File: config.mk
export PLATFORM = sky130hd
export DESIGN_NAME = instruction_fetch_flat
export DESIGN_NICKNAME = d
export VERILOG_FILES = /design/src/rtl/instruction_fetch_if.sv /design/src/rtl/instruction_fetch.sv /design/src/flat_wrapper.sv
export SDC_FILE = /design/constraint.sdc
export NUM_CORES = 1
export LEC_CHECK = 0
export CAP_MARGIN = 25
export CORE_MARGIN = 4
export CORE_UTILIZATION = 25
export DETAILED_ROUTE_END_ITERATION = 10
export PLACE_DENSITY = 0.46
export SLEW_MARGIN = 15
export SYNTH_ARGS = -nofsm -noshare
export SYNTH_HDL_FRONTEND = slang
export SYNTH_SLANG_ARGS = --single-unit
File: constraint.sdc
create_clock -name clk -period 6 [get_ports clk]
set_input_delay 1.2 -clock clk [delete_from_list [all_inputs] [get_ports clk]]
set_output_delay 1.2 -clock clk [all_outputs]
set_load 0.05 [all_outputs]
File: src/rtl/instruction_fetch_if.sv
// Fetch-stage bus: instruction memory read port, decode handshake and redirect inputs.
interface instruction_fetch_if;
    logic        imem_rd_en;
    logic [31:0] imem_addr;
    logic [31:0] imem_rdata;
    logic [31:0] next_instruction;
    logic [31:0] instr_pc;
    logic        instr_valid;
    logic        decode_ready;
    logic        branch_taken;
    logic [31:0] branch_pc;
    logic [31:0] branch_offset;
    logic        jump;
    logic [25:0] jump_target;

    modport master (
        output imem_rd_en, imem_addr, next_instruction, instr_pc, instr_valid,
        input  imem_rdata, decode_ready, branch_taken, branch_pc, branch_offset,
               jump, jump_target
    );

    modport slave (
        input  imem_rd_en, imem_addr, next_instruction, instr_pc, instr_valid,
        output imem_rdata, decode_ready, branch_taken, branch_pc, branch_offset,
               jump, jump_target
    );
endinterface

File: src/rtl/instruction_fetch.sv
// MIPS fetch stage: PC, 1-cycle-latency imem reads, 2-entry instruction queue, redirects.
// Optional FETCH_PERF_CNT_EN adds fetch_count/flush_count performance counters.
module instruction_fetch #(
    parameter logic [31:0] RESET_PC    = 32'h0000_0000,
    parameter int unsigned QUEUE_DEPTH = 2
) (
    input  logic                clk,
    input  logic                reset,
    instruction_fetch_if.master bus
`ifdef FETCH_PERF_CNT_EN
    ,
    output logic [31:0]         fetch_count,
    output logic [31:0]         flush_count
`endif
);
    localparam int unsigned XLEN  = 32;
    localparam int unsigned CNT_W = 2;
    localparam int unsigned OCC_W = 3;

    typedef enum logic [1:0] {ST_BOOT, ST_FETCH, ST_REDIRECT} state_e;

    typedef struct packed {
        logic [XLEN-1:0] pc;
        logic [XLEN-1:0] word;
    } entry_t;

    state_e           state_q, state_d;
    logic [XLEN-1:0]  pc_q, pc_d;
    logic [XLEN-1:0]  rd_pc_q, rd_pc_d;
    logic             inflight_q, inflight_d;
    logic [CNT_W-1:0] count_q, count_d;
    entry_t           head_q, head_d;
    entry_t           tail_q, tail_d;

    logic             redirect;
    logic             valid;
    logic             push;
    logic             pop;
    logic             issue;
    logic [OCC_W-1:0] occupancy;
    logic [CNT_W-1:0] cnt_v;
    logic [XLEN-1:0]  seq_pc;
    logic [XLEN-1:0]  target;
    entry_t           ret_entry;

    // Redirect target; jump keeps the region bits of the delay-slot address
    always_comb begin
        seq_pc = bus.branch_pc + 32'd4;
        if (bus.jump) begin
            target = {seq_pc[31:28], bus.jump_target, 2'b00};
        end else begin
            target = (seq_pc + (bus.branch_offset << 2)) & ~32'd3;
        end
    end

    always_comb begin
        state_d    = state_q;
        pc_d       = pc_q;
        rd_pc_d    = rd_pc_q;
        count_d    = count_q;
        head_d     = head_q;
        tail_d     = tail_q;
        cnt_v      = count_q;

        redirect   = (state_q != ST_BOOT) && (bus.jump || bus.branch_taken);
        valid      = (count_q != '0) || inflight_q;
        pop        = valid && bus.decode_ready && !redirect;
        push       = inflight_q && !redirect;
        occupancy  = OCC_W'(count_q) + OCC_W'(inflight_q) - OCC_W'(pop);
        issue      = (state_q != ST_BOOT) && !redirect && (occupancy < OCC_W'(QUEUE_DEPTH));
        inflight_d = issue;
        ret_entry  = '{pc: rd_pc_q, word: bus.imem_rdata};

        case (state_q)
            ST_BOOT:               state_d = ST_FETCH;
            ST_FETCH, ST_REDIRECT: state_d = redirect ? ST_REDIRECT : ST_FETCH;
            default:               state_d = ST_BOOT;
        endcase

        if (issue) begin
            pc_d    = pc_q + 32'd4;
            rd_pc_d = pc_q;
        end

        // Redirect flushes the queue and the word returning this cycle
        if (redirect) begin
            pc_d    = target;
            count_d = '0;
        end else if (count_q == '0) begin
            if (push && !pop) begin
                head_d  = ret_entry;
                count_d = CNT_W'(1);
            end
        end else begin
            if (pop) begin
                head_d = tail_q;
                cnt_v  = count_q - CNT_W'(1);
            end
            if (push) begin
                if (cnt_v == '0) head_d = ret_entry;
                else             tail_d = ret_entry;
                cnt_v = cnt_v + CNT_W'(1);
            end
            count_d = cnt_v;
        end
    end

    always_ff @(posedge clk or negedge reset) begin
        if (!reset) begin
            state_q    <= ST_BOOT;
            pc_q       <= RESET_PC;
            rd_pc_q    <= '0;
            inflight_q <= 1'b0;
            count_q    <= '0;
            head_q     <= '0;
            tail_q     <= '0;
        end else begin
            state_q    <= state_d;
            pc_q       <= pc_d;
            rd_pc_q    <= rd_pc_d;
            inflight_q <= inflight_d;
            count_q    <= count_d;
            head_q     <= head_d;
            tail_q     <= tail_d;
        end
    end

    // An empty queue passes the returning word straight through to decode
    assign bus.imem_rd_en       = issue;
    assign bus.imem_addr        = issue ? pc_q : '0;
    assign bus.instr_valid      = valid;
    assign bus.next_instruction = ((count_q == '0) && inflight_q) ? bus.imem_rdata : head_q.word;
    assign bus.instr_pc         = ((count_q == '0) && inflight_q) ? rd_pc_q : head_q.pc;

`ifdef FETCH_PERF_CNT_EN
    logic [31:0] fetch_count_q;
    logic [31:0] flush_count_q;

    always_ff @(posedge clk or negedge reset) begin
        if (!reset) begin
            fetch_count_q <= '0;
            flush_count_q <= '0;
        end else begin
            if (pop)               fetch_count_q <= fetch_count_q + 32'd1;
            if (redirect && valid) flush_count_q <= flush_count_q + 32'd1;
        end
    end

    assign fetch_count = fetch_count_q;
    assign flush_count = flush_count_q;
`endif
endmodule

File: src/flat_wrapper.sv
// flat-port wrapper written by rule: the top's interface ports become plain ports
module instruction_fetch_flat 
#(
    parameter logic [31:0] RESET_PC    = 32'h0000_0000,
    parameter int unsigned QUEUE_DEPTH = 2
)
  (clk, reset, bus_imem_rd_en, bus_imem_addr, bus_next_instruction, bus_instr_pc, bus_instr_valid, bus_imem_rdata, bus_decode_ready, bus_branch_taken, bus_branch_pc, bus_branch_offset, bus_jump, bus_jump_target);
  instruction_fetch_if bus_i ();
  input  logic clk;
  input  logic reset;
  output wire logic [$bits(bus_i.imem_rd_en)-1:0] bus_imem_rd_en;
  output wire logic [$bits(bus_i.imem_addr)-1:0] bus_imem_addr;
  output wire logic [$bits(bus_i.next_instruction)-1:0] bus_next_instruction;
  output wire logic [$bits(bus_i.instr_pc)-1:0] bus_instr_pc;
  output wire logic [$bits(bus_i.instr_valid)-1:0] bus_instr_valid;
  input wire logic [$bits(bus_i.imem_rdata)-1:0] bus_imem_rdata;
  input wire logic [$bits(bus_i.decode_ready)-1:0] bus_decode_ready;
  input wire logic [$bits(bus_i.branch_taken)-1:0] bus_branch_taken;
  input wire logic [$bits(bus_i.branch_pc)-1:0] bus_branch_pc;
  input wire logic [$bits(bus_i.branch_offset)-1:0] bus_branch_offset;
  input wire logic [$bits(bus_i.jump)-1:0] bus_jump;
  input wire logic [$bits(bus_i.jump_target)-1:0] bus_jump_target;
  assign bus_imem_rd_en = bus_i.imem_rd_en;
  assign bus_imem_addr = bus_i.imem_addr;
  assign bus_next_instruction = bus_i.next_instruction;
  assign bus_instr_pc = bus_i.instr_pc;
  assign bus_instr_valid = bus_i.instr_valid;
  assign bus_i.imem_rdata = bus_imem_rdata;
  assign bus_i.decode_ready = bus_decode_ready;
  assign bus_i.branch_taken = bus_branch_taken;
  assign bus_i.branch_pc = bus_branch_pc;
  assign bus_i.branch_offset = bus_branch_offset;
  assign bus_i.jump = bus_jump;
  assign bus_i.jump_target = bus_jump_target;
  instruction_fetch #(.RESET_PC(RESET_PC), .QUEUE_DEPTH(QUEUE_DEPTH)) u_core (.clk(clk), .reset(reset), .bus(bus_i));
endmodule
==> results of run 1 <==
routing by layer:
metal / GRT usage / part of all wire
met2: 0.2152 / 0.46
met1: 0.1799 / 0.48
met3: 0.03660 / 0.051
met5: 0 / 0.00024
met4: 0.03042 / 0.011
through the flow:
step,instance area (um2),std cells
after floorplan,11530,1158
after global placement,14730,1929
after detailed placement,14730,1929
after CTS,15320,1961
after global routing,15350,1962
final,15350,1962
synth_stat cells, types with 6 or more instances:
| master | n | area share |
|---|---|---|
| a211oi_1 | 19 | 0.012 |
| a21o_1 | 48 | 0.031 |
| a21oi_1 | 48 | 0.021 |
| a31oi_1 | 10 | 0.0054 |
| and2_1 | 33 | 0.018 |
| and3_1 | 12 | 0.0065 |
| and4_1 | 6 | 0.0046 |
| buf_2 | 9 | 0.0039 |
| clkbuf_1 | 49 | 0.016 |
| dfrtp_1 | 191 | 0.41 |
| ha_1 | 41 | 0.045 |
| inv_1 | 21 | 0.0068 |
| mux2_2 | 124 | 0.12 |
| mux2i_1 | 70 | 0.061 |
| nand2_1 | 129 | 0.042 |
| nand3_1 | 31 | 0.013 |
| nand4_1 | 19 | 0.010 |
| nor2_1 | 49 | 0.016 |
| nor3_1 | 13 | 0.0056 |
| o21ai_0 | 86 | 0.037 |
| xnor2_1 | 53 | 0.040 |
| xor2_1 | 28 | 0.021 |
worst max-delay path, cell delays in order:
cell and delay (ns):
clkdlybuf4s50_1 0.57, nor2_1 0.08, or2_2 0.29, nand3_1 0.17, inv_1 0.06, ha_1 0.26
nand2b_1 0.15, fa_1 0.38, xnor2_1 0.14, nand4b_1 0.13, inv_1 0.09, buf_4 0.27
and2_1 0.32, buf_12 0.18
sequential cells by signal (all words and copies together) (netlist names):
register,count
u_core.count_q,2
u_core.inflight_q,1
u_core.state_q,2
u_core.head_q,64
u_core.tail_q,62
u_core.rd_pc_q,30
u_core.pc_q,30
cell families after synthesis:
group	synth area share
and+or+nand+nor	0.1344
AOI/OAI and AO/OA	0.1307
muxes	0.1820
DFF	0.4147
buffers and inverters	0.02834
xor gates and xnor gates	0.06156
adders and majority gates	0.04799
other	0.0003254
layout by cell type, fill, tap and decap left out, types with 3 or more instances in the layout:
master,count
dfrtp_1,191
mux2i_1,70
xnor2_1,53
mux2_2,124
and2_1,33
o21ai_0,86
buf_4,10
clkbuf_16,17
clkdlybuf4s50_1,186
clkbuf_8,3
o22ai_1,5
o211ai_1,3
a211oi_1,19
nand2_1,128
nor2b_1,4
nand3_1,30
nand4_1,19
and3_1,12
nor3b_1,3
clkinv_4,4
or2_2,5
nor3_1,13
nor2_1,49
ha_1,41
a21o_1,48
buf_12,35
a221o_1,3
a31oi_1,9
and4_1,6
a21oi_1,48
nand4b_1,3
inv_1,21
nand2b_1,5
xor2_1,28
area by class of cell:
class,count,area [um2]
clock buffer,21,460.4
sequential,191,4780
fill,4705,30130
clock inverter,11,130.1
timing repair buffer,233,2679
inverter,21,78.83
multi-input combinational,885,6469
tap,600,750.7
power by group:
| part | internal (uW) | switching (uW) | total [uW] |
|---|---|---|---|
| logic | 1500 | 2090 | 3590 |
| clock network | 641 | 517 | 1160 |
| registers | 1810 | 392 | 2200 |
final timing paths:
check	start	to	slack (ns)	depth (start not counted)
max in group asynchronous	reset	u_core.head_q[9]	4.17	3
min in group asynchronous	reset	u_core.head_q[31]	0.63	1
hold reg to reg	u_core.head_q[1]	u_core.head_q[1]	0.47	2
setup reg to reg	u_core.count_q[1]	u_core.pc_q[26]	1.93	17
hold / removal	u_core.head_q[1]	u_core.head_q[1]	0.47	2
setup / recovery	bus_branch_taken	bus_imem_addr[16]	0.50	14
==> impl_metrics.csv, run 1 <==
group,metric,value,unit
status,status,"complete, no violations",
yosys,yosys_warnings,0,
global_routing,overflow,0,
worst_setup_path,crit_type,"in -> out",
floorplanning,die_w,222.7,um
routing,first_iter_violations,409,
power,leakagePower,0.006844,uW
routing,wl_per_cell,16.95,um
layout,post-route-util,0.3375,
clock_tree,cts_inserted_buffers,17,
routing,route.detailed.drc,0,
global_routing,gr-usage-all-layers,0.1336,
timing,rsz0062_at_grt,"false",
layout,nNetsFinal,1519,
timing,final_max_slew_viol_count,0,
yosys,synth-seq-cells,191,
yosys,ys_seq_area_frac,0.4147,
placement,dp_hpwl,24.61,mm
timing,hold_viol,0,
routing,postRouteAntennaNets,0,
global_routing,grt_max_degree,114,
clock_tree,cts_setup_buffers,0,
timing,hold_slack,0.4737,ns
floorplanning,design.core.area,0.04548,mm2
clock_tree,htree_num_levels,4,
yosys,netlist_instances,1157,
clock_tree,clockRootBuffer,"clkbuf_16",
layout,syn_to_final_growth,33.17,%
floorplanning,ios,225,
floorplanning,die_area,0.04960,mm2
timing,fin_crit_sh,0.9161,
worst_setup_path,crit_path_end_kind,"output port",
worst_setup_path,cp.arrival,4.30,ns
routing,via_count,9025,
power,vdd_drop_max,0.2004,mV
timing,maxSlewHeadroom,0.3384,
timing,tightest_slew,0.9923,ns
flow_run,drv_cap,0,
clock_tree,cts_hold_buf,0,
layout,n_antenna_cell,0,
worst_setup_path,required,4.80,ns
power,powerDensity,452.7,mW/mm2
worst_setup_path,start_kind,"input pin",
floorplanning,num_rows,78,
routing,dr.pass1.iters,7,
layout,drive_above_1_share,0.1593,
yosys,avgSynthCellArea,9.961,um2
clock_tree,numClockSinks,191,
worst_hold_path,hp-class,"reg -> reg",
yosys,synth_area,0.01152,mm2
timing,min_period,5.497,ns
placement,pre_cts_slack,0.4618,ns
timing,setup_viol,0,
yosys,synth_edf_count,0,
timing,setup_slack,0.5034,ns
yosys,synth_cell_types,57,
routing,vias_per_cell,4.600,
worst_setup_path,worst-path-max-fanout,25,
floorplanning,die_h,222.7,um
clock_tree,cts_resized,0,
timing,fmax,0.1819,GHz
placement,portBuffers,218,
routing,wl,33.27,mm
placement,globalplace.congestion,0.8326,
clock_tree,clockBufferDepth,2,
yosys,yosys_most_used_dff,"dfrtp_1",
global_routing,grt_pass1_wl,53.31,mm
timing,fin_tns_setup,0,ns
clock_tree,cts_tree,"done",
floorplanning,start_util,0.2534,
yosys,async_flop_share,1.000,
clock_tree,clkTransAtPathRegs,0.06,ns
timing,skew,0.01337,ns
global_routing,grt_pass1_vias,9257,
global_routing,antenna_found_initial,1,
power,total_power,6947,uW
clock_tree,clock_latency,0.44,ns
Note: power is estimated with default switching activity, not from simulation.
==> inputs of run 2 (changes only) <==
CAP_MARGIN = 20   (was 25)
GPL_TIMING_DRIVEN = 0   (was not set)
HOLD_SLACK_MARGIN = 0.05   (was not set)
==> run 2 against run 1 <==
Compared with the run above:
- largest cell class unchanged
- critical endpoint is now bus_imem_addr[12]
- global-route usage rose by 1.0 points
- non-clock buffer count grew 49
- die area stayed put
- total power decreased by 1.2%
- via count grew 2.8%
- clock power about the same
- cell count grew 2.7%
- maximum frequency fell by 4.9%
- critical path type unchanged
- sequential power barely moved
==> impl_metrics.csv, run 2 (synthesis results as in run 1) <==
group,metric,value,unit
status,status,"complete, no violations",
worst_setup_path,r2r-start,"u_core.state_q[0]",
power,vdd_drop_max,0.1847,mV
routing,dr.pass1.iters,4,
worst_setup_path,r2r-end,"u_core.pc_q[26]",
power,clock_power_share,0.167,
timing,setup_viol,0,
timing,skew,0.009014,ns
clock_tree,numClockSinks,191,
worst_setup_path,worst-path-max-fanout,10,
worst_setup_path,required,4.80,ns
global_routing,antenna_found_initial,6,
timing,fin_crit_sh,0.9636,
clock_tree,clockRootBuffer,"clkbuf_16",
worst_hold_path,hp-class,"reg -> reg",
layout,most-common-layout-cells,"dfrtp_1, clkdlybuf4s50_1, nand2_1",
layout,largest_registers,"u_core.head_q x64, u_core.tail_q x62",
routing,vias_per_cell,4.607,
layout,seqCellArea,0.004780,mm2
global_routing,grt_max_degree,76,
floorplanning,ios,225,
layout,multi_input_area,0.006431,mm2
clock_tree,clock_latency,0.44,ns
worst_setup_path,crit_path_end_kind,"output port",
floorplanning,die_w,222.7,um
timing,maxSlewHeadroom,0.5280,
worst_setup_path,reg2reg_depth,18,
global_routing,met1_usage,0.1895,
routing,postRouteAntennaNets,0,
layout,largest_reg_flops,64,
floorplanning,num_rows,78,
clock_tree,cts_tree,"done",
timing,min_period,5.781,ns
worst_setup_path,crit_type,"in -> out",
timing,tightest_slew,0.7079,ns
clock_tree,clkTransAtPathRegs,0.07,ns
clock_tree,htree_num_levels,4,
layout,syn_to_final_growth,30.91,%
power,powerDensity,455.1,mW/mm2
layout,fill_cells,4834,
timing,final_max_slew_viol_count,0,
worst_setup_path,cp.arrival,4.58,ns
timing,rsz0062_at_grt,"false",
power,seqPwrFrac,0.319,
layout,drive_above_1_share,0.1502,
placement,dp_hpwl,27.97,mm
floorplanning,design.core.area,0.04548,mm2
routing,via_count,9278,
routing,first_iter_violations,387,
global_routing,gr-usage-all-layers,0.1437,
global_routing,grt_util_met2,0.2389,
worst_setup_path,ff2ff_setup_slack,2.04,ns
timing,fmax,0.1730,GHz
layout,final_cells,2014,
power,internal_power,3810,uW
routing,wl_per_cell,17.75,um
layout,nNetsFinal,1568,
power,p_comb_frac,0.515,
flow_run,drv_cap,0,
layout,final_area,0.01509,mm2
global_routing,grt_pass1_wl,56.65,mm
routing,route.detailed.drc,0,
timing,fin_tns_setup,0,ns
floorplanning,die_area,0.04960,mm2
clock_tree,clockBufferDepth,2,
global_routing,overflow,0,
clock_tree,cts_inserted_buffers,17,
power,switching_share,0.4451,
power,leakagePower,0.006809,uW
placement,portBuffers,217,
worst_setup_path,critPathLaunch,"bus_jump",
placement,placed_area,0.01451,mm2
global_routing,grt_use_met3,0.03144,
layout,regMostFlops,"u_core.head_q",
worst_setup_path,start_kind,"input pin",
global_routing,grt.busiest_layer,"met2",
power,p_sw,3056,uW
timing,hold_viol,0,
routing,wl,35.75,mm
floorplanning,start_util,0.2534,
placement,globalplace.congestion,0.8149,
worst_setup_path,crit_path_end,"bus_imem_addr[12]",
layout,mostFrequentLayoutCell,"dfrtp_1",
global_routing,grt_pass1_vias,9741,
placement,place_inst,1977,
floorplanning,die_h,222.7,um
timing,hold_slack,0.4758,ns
-- run 2: layout make-up --
class | count | share of cell area
Inverter | 21 | 0.005225
Clock inverter | 13 | 0.008625
Timing Repair Buffer | 221 | 0.1458
Buffer | 61 | 0.01766
Clock buffer | 19 | 0.02936
Tap cell | 600 | 0.04976
Multi-Input combinational cell | 885 | 0.4263
Antenna cell | 3 | 0.0004976
Sequential cell | 191 | 0.3168
-- run 2: power groups by stage --
stage	Combinational [uW]	Clock [uW]	Sequential, uW
final	3530	1140	2190
after global routing	3840	1240	2260
after CTS	3590	1190	2180
after detailed placement	3580	0	2210
after global placement	3550	0	2190
after floorplan	2500	0	2080
-- run 2: worst min-delay path by stage --
stage                 startpoint                 to  slack, ns  cells past startpoint
2_1_floorplan  u_core.head_q[32]  u_core.head_q[32]       0.44                      1
3_3_place_gp   u_core.head_q[45]  u_core.head_q[45]       0.46                      2
3_5_place_dp   u_core.head_q[49]  u_core.head_q[49]       0.47                      2
4_1_cts         u_core.head_q[1]   u_core.head_q[1]       0.48                      2
5_1_grt         u_core.head_q[6]   u_core.head_q[6]       0.50                      2
6_report       u_core.head_q[48]  u_core.head_q[48]       0.48                      2
-- run 2: through the flow --
stage	power, uW	utilization	worst slack (ns)
floorplan	4586	-	0.2044
global placement	5740	0.3178	-4.814
detailed placement	5792	0.3191	-1.678
CTS	6963	0.3312	0.003265
global route	7344	0.3317	0.0007487
finish	6866	0.3317	0.2187
-- run 2: worst max-delay path: stages --
cell and delay (ns):
dlygate4sd2_1 0.39, nor2_1 0.10, or2_2 0.27, clkbuf_1 0.18, nand3_2 0.15, inv_1 0.05, ha_1 0.25, nand2b_1 0.16
fa_1 0.38, xnor2_1 0.15, nand4b_1 0.16, inv_1 0.10, buf_4 0.18, buf_4 0.18, clkbuf_4 0.20, and2_1 0.23
buf_4 0.23
-- run 2: what timing repair did --
item / in CTS / in global routing
setup endpoints to repair: 31 / 31
pin swaps: 1 / 0
buffers inserted: 1 / 0
cloned: 0 / 0
hold buffers: 0 / 0
gates resized for setup: 134 / 8
-- run 2: per-layer routing --
metal / up-vias / wire length, um
met5: - / 55
met4: 8 / 639
met3: 41 / 1562
met2: 197 / 16790
met1: 4429 / 16710
li1: 4603 / -
